## config.mk

```make
export PLATFORM = sky130hd
export DESIGN_NAME = line_burst_adaptor
export DESIGN_NICKNAME = d
export VERILOG_FILES = /design/src/rtl/line_adaptor_pkg.sv /design/src/rtl/line_burst_adaptor.sv
export SDC_FILE = /design/constraint.sdc
export NUM_CORES = 1
export LEC_CHECK = 0
export ABC_CLOCK_PERIOD_IN_PS = 2650
export BUFFER_PORTS_ARGS = -buffer_cell sky130_fd_sc_hd__clkbuf_2
export CAP_MARGIN = 25
export CORE_AREA = 3 3 277 279
export CTS_CLUSTER_SIZE = 20
export DETAILED_ROUTE_END_ITERATION = 8
export DIE_AREA = 0 0 280 282
export PLACE_DENSITY = 0.57
export SETUP_SLACK_MARGIN = 0.5
export SLEW_MARGIN = 20
export SYNTH_ARGS = -nofsm -noshare
export SYNTH_HDL_FRONTEND = slang
export SYNTH_SLANG_ARGS = --single-unit
```

## constraint.sdc

```tcl
create_clock -name clk -period 2.65 [get_ports clk]
set_input_delay 0.265 -clock clk [delete_from_list [all_inputs] [get_ports clk]]
set_output_delay 0.265 -clock clk [all_outputs]
set_load 0.1 [all_outputs]
```

## src/rtl/line_adaptor_pkg.sv

```systemverilog
// Shared types and default geometry for the cache-line <-> memory-burst adaptor.
package line_adaptor_pkg;

  localparam int LINE_WIDTH = 256;
  localparam int BEAT_WIDTH = 64;
  localparam int BEATS      = LINE_WIDTH / BEAT_WIDTH;

  typedef enum logic [1:0] {
    IDLE  = 2'd0,
    READ  = 2'd1,
    WRITE = 2'd2,
    DONE  = 2'd3
  } state_t;

endpackage

```

## src/rtl/line_burst_adaptor.sv

```systemverilog
// Splits a line writeback into BEATS memory beats and assembles a line fill from BEATS beats.
// Latency: resp_o the cycle after the last beat; memory stalls via resp_i=0, requestors hold read_i/write_i until resp_o.
module line_burst_adaptor #(
  parameter int LINE_WIDTH = line_adaptor_pkg::LINE_WIDTH,
  parameter int BEAT_WIDTH = line_adaptor_pkg::BEAT_WIDTH,
  parameter int BEATS      = LINE_WIDTH / BEAT_WIDTH
) (
  input  logic                  clk,
  input  logic                  rst_n,
  input  logic [LINE_WIDTH-1:0] line_i,
  output logic [LINE_WIDTH-1:0] line_o,
  input  logic [31:0]           address_i,
  input  logic                  read_i,
  input  logic                  write_i,
  output logic                  resp_o,
  input  logic [BEAT_WIDTH-1:0] burst_i,
  output logic [BEAT_WIDTH-1:0] burst_o,
  output logic [31:0]           address_o,
  output logic                  read_o,
  output logic                  write_o,
  input  logic                  resp_i
);
  import line_adaptor_pkg::*;

  localparam int KW = (BEATS > 1) ? $clog2(BEATS) : 1;
  localparam logic [KW-1:0] LAST = KW'(BEATS - 1);

  state_t                state;
  logic [KW-1:0]         k;
  logic [LINE_WIDTH-1:0] line_q;

  // Low address bits are dropped by line alignment.
  logic unused_addr_bits;
  assign unused_addr_bits = ^address_i[4:0];

  assign burst_o = line_q[k*BEAT_WIDTH +: BEAT_WIDTH];

  always_ff @(posedge clk or negedge rst_n) begin
    if (!rst_n) begin
      state     <= IDLE;
      k         <= '0;
      resp_o    <= 1'b0;
      read_o    <= 1'b0;
      write_o   <= 1'b0;
      address_o <= '0;
      line_o    <= '0;
      line_q    <= '0;
    end else begin
      case (state)
        IDLE: begin
          resp_o <= 1'b0;
          if (write_i) begin
            state     <= WRITE;
            write_o   <= 1'b1;
            address_o <= {address_i[31:5], 5'b0};
            k         <= '0;
            line_q    <= line_i;
          end else if (read_i) begin
            state     <= READ;
            read_o    <= 1'b1;
            address_o <= {address_i[31:5], 5'b0};
            k         <= '0;
          end
        end
        READ: begin
          if (resp_i) begin
            line_o[k*BEAT_WIDTH +: BEAT_WIDTH] <= burst_i;
            k <= (k == LAST) ? '0 : k + 1'b1;
            if (k == LAST) begin
              state  <= DONE;
              read_o <= 1'b0;
              resp_o <= 1'b1;
            end
          end
        end
        WRITE: begin
          if (resp_i) begin
            k <= (k == LAST) ? '0 : k + 1'b1;
            if (k == LAST) begin
              state   <= DONE;
              write_o <= 1'b0;
              resp_o  <= 1'b1;
            end
          end
        end
        DONE: begin
          // Requests still held by the requestor this cycle are deliberately not accepted.
          resp_o <= 1'b0;
          state  <= IDLE;
        end
        default: state <= IDLE;
      endcase
    end
  end

endmodule

```

**Yosys cells after proc, flatten, opt, wreduce, memory -nomap -nowiden**

Index checks and enable logic that the tools add are counted.

- Bits in registers: 551
- Latch bits: 0
- RAM bits: 0
- Bits in read-only memories: 0
- Bits of input ports: 357
- Output and inout bits: 355
- Memories: 0

- $add $sub $neg: 2
- Multiply operators: 0
- Div/mod/pow operators: 0
- Magnitude comparators: 0
- Equality and inequality tests: 14
- Shift operators: 3
- Mux-type cells: 23
- Bitwise operators: 0
- Reductions and logical operators: 15

Operators by type and width:

| operator | number |
|---|---|
| $bwmux W256 | 1 |
| $shift A64 B34 Y256 const A | 1 |
| $shiftx A256 B9 Y64 | 1 |
| $shiftx A64 B34 Y256 | 1 |
| $mux W32 | 2 |
| $neg A8 Y34 | 1 |
| $mux W2 | 8 |
| $ne A2 B2 Y1 const B | 7 |
| $reduce_and A2 Y1 | 4 |
| $reduce_bool A2 Y1 | 4 |
| $mux W1 | 7 |
| $eq A2 B2 Y1 const B | 3 |
| $pmux W1 S2 | 3 |
| $pmux W2 S3 | 1 |
| $reduce_and A3 Y1 | 2 |
| $reduce_and A5 Y1 | 1 |
| $ne A2 B1 Y1 const B | 2 |
| $pmux W2 S2 | 1 |
| $reduce_and A4 Y1 | 1 |
| $reduce_or A2 Y1 | 2 |
| $ne A3 B3 Y1 const B | 1 |
| $add A2 B1 Y2 const B | 1 |
| $eq A2 B1 Y1 const B | 1 |
| $logic_not A2 Y1 | 1 |

**Logic depth before layout (Yosys ltp)**

- Depth in word-level cells: 4
- Mapped depth: 11
- Gate-level depth less buffers: 5

**Worst setup path before layout**

No wires, ideal clock.

- Path kind: flip-flop to flip-flop
- Start point: reg k[1]
- End point: reg line_o[221]
- Setup time: 69 ps
- Arrival time: 2287 ps
- Data required time: 2581 ps
- Setup slack: 294 ps
- Cell stages (with the launch flop): 9
- Path buffers: 4
- Clock period less this slack: 2356 ps
- Cells stage by stage: dfrtp_1 buf_2 buf_1 inv_1 ha_1 nor4_2 buf_2 buf_2 a22o_1

- Word-level cells in the longest chain between the ends: 3

Ends and longest elaborated chain:

| element | RTL line | text |
|---|---|---|
| start: declaration | line_burst_adaptor.sv:29 | `logic [KW-1:0] k;` |
| start signal: assignment | line_burst_adaptor.sv:68 | `k <= (k == LAST) ? '0 : k + 1'b1;` |
| start signal: assignment | line_burst_adaptor.sv:78 | `k <= (k == LAST) ? '0 : k + 1'b1;` |
| $neg A8 Y34 * | line_burst_adaptor.sv:67 | `line_o[k*BEAT_WIDTH +: BEAT_WIDTH] <= burst_i;` |
| $shiftx A64 B34 Y256 or $shift A64 B34 Y256 (tied branches) | line_burst_adaptor.sv:67 |  |
| $bwmux W256 * | line_burst_adaptor.sv:67 |  |
| end signal: indexed assignment | line_burst_adaptor.sv:67 |  |
| end: declaration | line_burst_adaptor.sv:11 | `output logic [LINE_WIDTH-1:0] line_o,` |

Every way passes the cells marked *; elsewhere a longest branch is shown, timed or not.
A chain may end at the register's enable or synchronous reset.

**Worst setup path after layout**

- Start point: reg k[0]
- End point: out burst_o[20]

- Word-level cells in the longest chain between the ends: 1

Ends and longest elaborated chain:

| element | RTL line | text |
|---|---|---|
| $shiftx A256 B9 Y64 | line_burst_adaptor.sv:36 | `assign burst_o = line_q[k*BEAT_WIDTH +: BEAT_WIDTH];` |
| end: declaration | line_burst_adaptor.sv:17 | `output logic [BEAT_WIDTH-1:0] burst_o,` |

No other way between the ends.

==> parameters.txt <==
Parameter                              Value

Run status
  Status    complete, no violations

STA
  Number of slew-limit violations in the final report    0
  Highest attainable clock frequency    392 MHz
  Setup repair after global routing missed its margin    true
  Relative slew slack    about two fifths
  Final setup viols    0
  Accumulated negative setup slack    0 ps
  Final min period    2550 ps
  Share of the clock period used by the worst path after layout    96.3%
  Least-Margin Pin Slew    approximately 900 ps
  Number of endpoints with negative hold slack in the final report    0
  Worst setup skew after layout    21.1 ps

Clock network
  Longest Clk Path Bufs    3
  Clock latency of the later-clocked register in the worst-skew pair    620 ps
  H-Tree Level Count    2
  # clock sinks    546
  Clock tree from TritonCTS    done
  Number of buffers created by CTS    60
  Clk slew on worst S/H paths    60 ps
  Clock root buffer master    sky130_fd_sc_hd__clkbuf_16

Placement
  HPWL after DPL    50,600 um
  Port-buffer cells    approximately 700
  Cell Count Post-Placement    3,188
  Gp weighted congestion    around 0.83
  Placed Area    0.0271 mm2

Worst setup path
  Required arrival time at the worst endpoint    approximately 2400 ps
  Critical path buffers and inverters    4
  Cell class contributing the biggest share of worst-path delay    buffers and inverters
  Startpoint kind of the worst setup timing path    flop
  Max Fanout on Critical Path    9
  Type of element capturing the critical path    primary output
  Critical Path Most Common Cell    sky130_fd_sc_hd__buf_12
  Crit path arrival time    between 2000 and 2500 ps
  Cell with the biggest individual delay on the critical path    sky130_fd_sc_hd__mux4_2
  Critical Path, Cell by Cell    buf_12 -> buf_12 -> buf_16 -> mux4_2 -> clkbuf_16
  Maximum single-stage delay on the critical path    540 ps
  Category of the critical setup timing path    reg -> out

Logic synthesis
  Number of flops mapped to enable cells by yosys    0
  Mean instance size in the synthesized netlist    14.0 um2
  Gate count of the mapped netlist    between 1,500 and 2,000
  Synth warn    0
  Sequential area share after synthesis    62.0%
  Number of unique standard cell types used by synthesis    32
  Async set-reset flop share out of synthesis    between 90% and 100%
  Summed instance area of the synthesized netlist    0.0220 mm2
  Cells taking the most area after synthesis    sky130_fd_sc_hd__dfrtp_1 (62%), sky130_fd_sc_hd__mux2_2 (15%), sky130_fd_sc_hd__mux4_2 (6.5%)
  Ys flop type    sky130_fd_sc_hd__dfrtp_1
  Seq cells post-synth    546
  Share of the synthesized area in the top cell type    62.0%
  Top cell type by total area after synthesis    sky130_fd_sc_hd__dfrtp_1

Global route
  Via count of the first global-routing pass    18,994
  First-pass GRT wire length    approximately 110,000 um
  Initial antenna violation count    7
  Global route total overflow    0
  Aggregate global-route resource usage    18.5%
  Largest net degree at the start of global routing    98

Routing
  Total DRC errors in the routed layout    0
  Number of detailed-routing iterations run before antenna repair    5
  Wire length per cell    21.0 um
  Mean number of vias per cell    4.74
  Wire length reported by the detailed router    between 70,000 and 80,000 um
  Via Count    17,443
  Remaining antenna violation count    0
  DRC violation total after the first TritonRoute iteration    ~770

Flow run
  Number of violations of the max-capacitance limit    0

Cells and area
  Most common library cell in the layout ignoring fill and taps    sky130_fd_sc_hd__clkbuf_2
  Layout cells sized above 1    46.6%
  Synth-to-Final Area Change    53.8%
  Nets    3,027
  Summed area of non-filler cells in the final layout    0.0339 mm2
  Commonest non-fill, non-tap cells in the layout    sky130_fd_sc_hd__clkbuf_2 (636), sky130_fd_sc_hd__dfrtp_1 (544), sky130_fd_sc_hd__dlygate4sd3_1 (347), sky130_fd_sc_hd__mux2_2 (285), sky130_fd_sc_hd__nand2_1 (244)
  Core utilization of the finished layout    45.5%
  Number of standard cells in the final layout excluding fillers    3,681

Die
  Die footprint    around 0.079 mm2
  IO Count    712
  Height of the die    282 um
  Initial Utilization    29.6%
  Number of cell rows    100
  Die W    280 um
  Core footprint    0.0744 mm2

Worst hold path
  Hold Crit Class    in -> reg
## final timing paths
path / from / endpoint / slack, ps / cells past startpoint
worst max-delay path: k[0] / burst_o[20] / 100 / 5
worst min-delay path: burst_i[45] / line_o[173] / 70 / 3
worst max register to register: k[0] / line_o[186] / 470 / 9
worst min register to register: line_o[148] / line_o[148] / 480 / 2
max in group asynchronous: rst_n / line_o[229] / 1450 / 3
min in group asynchronous: rst_n / line_q[53] / 270 / 2
## metal layers
layer / routed length [um] / GRT usage, %
met5: 17 / 0
met4: 2630 / 6.61
met3: 6230 / 5.77
met2: 39000 / 32.6
met1: 29400 / 21.3
## what timing repair did
item                       CTS  global route
hold endpoints to repair   584             0
buffers inserted            14             4
setup endpoints to repair  246           281
pin swaps                    3             3
gates resized for setup    151            59
hold buffers               347             0
cloned                       5             7
## flip-flops by register name, summed over array words and instances (netlist names)
signal     count
write_o        1
resp_o         1
k              2
read_o         1
line_o       256
state          2
line_q       256
address_o     27
## cell type report
type	count	area, um2
Antenna cell	5	12.5
Clock buffer	81	1700
Clock inverter	30	427
Fill cell	6528	40500
Inverter	5	21.3
Multi-Input combinational cell	908	7960
Sequential cell	546	13700
Tap cell	969	1210
Timing Repair Buffer	1137	8900
## worst min-delay path, stage by stage
cell	delay (ps)
sky130_fd_sc_hd__clkbuf_2	200
sky130_fd_sc_hd__nand2_1	100
sky130_fd_sc_hd__o21ai_0	60
## cells in the mapped netlist (3+ instances only)
cell                         n
sky130_fd_sc_hd__dfrtp_1   546
sky130_fd_sc_hd__mux2_2    285
sky130_fd_sc_hd__nand2_1   245
sky130_fd_sc_hd__a22o_1    136
sky130_fd_sc_hd__o21ai_0   123
sky130_fd_sc_hd__mux4_2     64
sky130_fd_sc_hd__buf_2      57
sky130_fd_sc_hd__clkbuf_1   44
sky130_fd_sc_hd__buf_4      16
sky130_fd_sc_hd__ha_1       12
sky130_fd_sc_hd__nand3_1     7
sky130_fd_sc_hd__inv_1       5
sky130_fd_sc_hd__buf_1       3
sky130_fd_sc_hd__nand4_1     3
sky130_fd_sc_hd__nor2b_1     3
## logic make-up (layout without fill, tap and decap cells)
family,count (synthesis),in the layout,share of synthesized area (%)
other,1,10,0.0170
DFF,546,546,62.0
buffers and inverters,125,1253,2.72
adders and majority gates,12,12,0.681
and+or+nand+nor,269,272,4.89
muxes,349,349,21.1
AOI/OAI and AO/OA,270,270,8.60
## metrics by stage
step | hold slack, ps | worst slack, ps
final | 67.6 | 99.3
after global routing | 32.0 | 13.4
after CTS | 25.6 | 28.5
after detailed placement | 279 | 384
after global placement | 274 | 431
after floorplan | -30.6 | 484
Power is not shown: default switching activity piles up to over one toggle a cycle in this logic, so the estimate is an artifact.
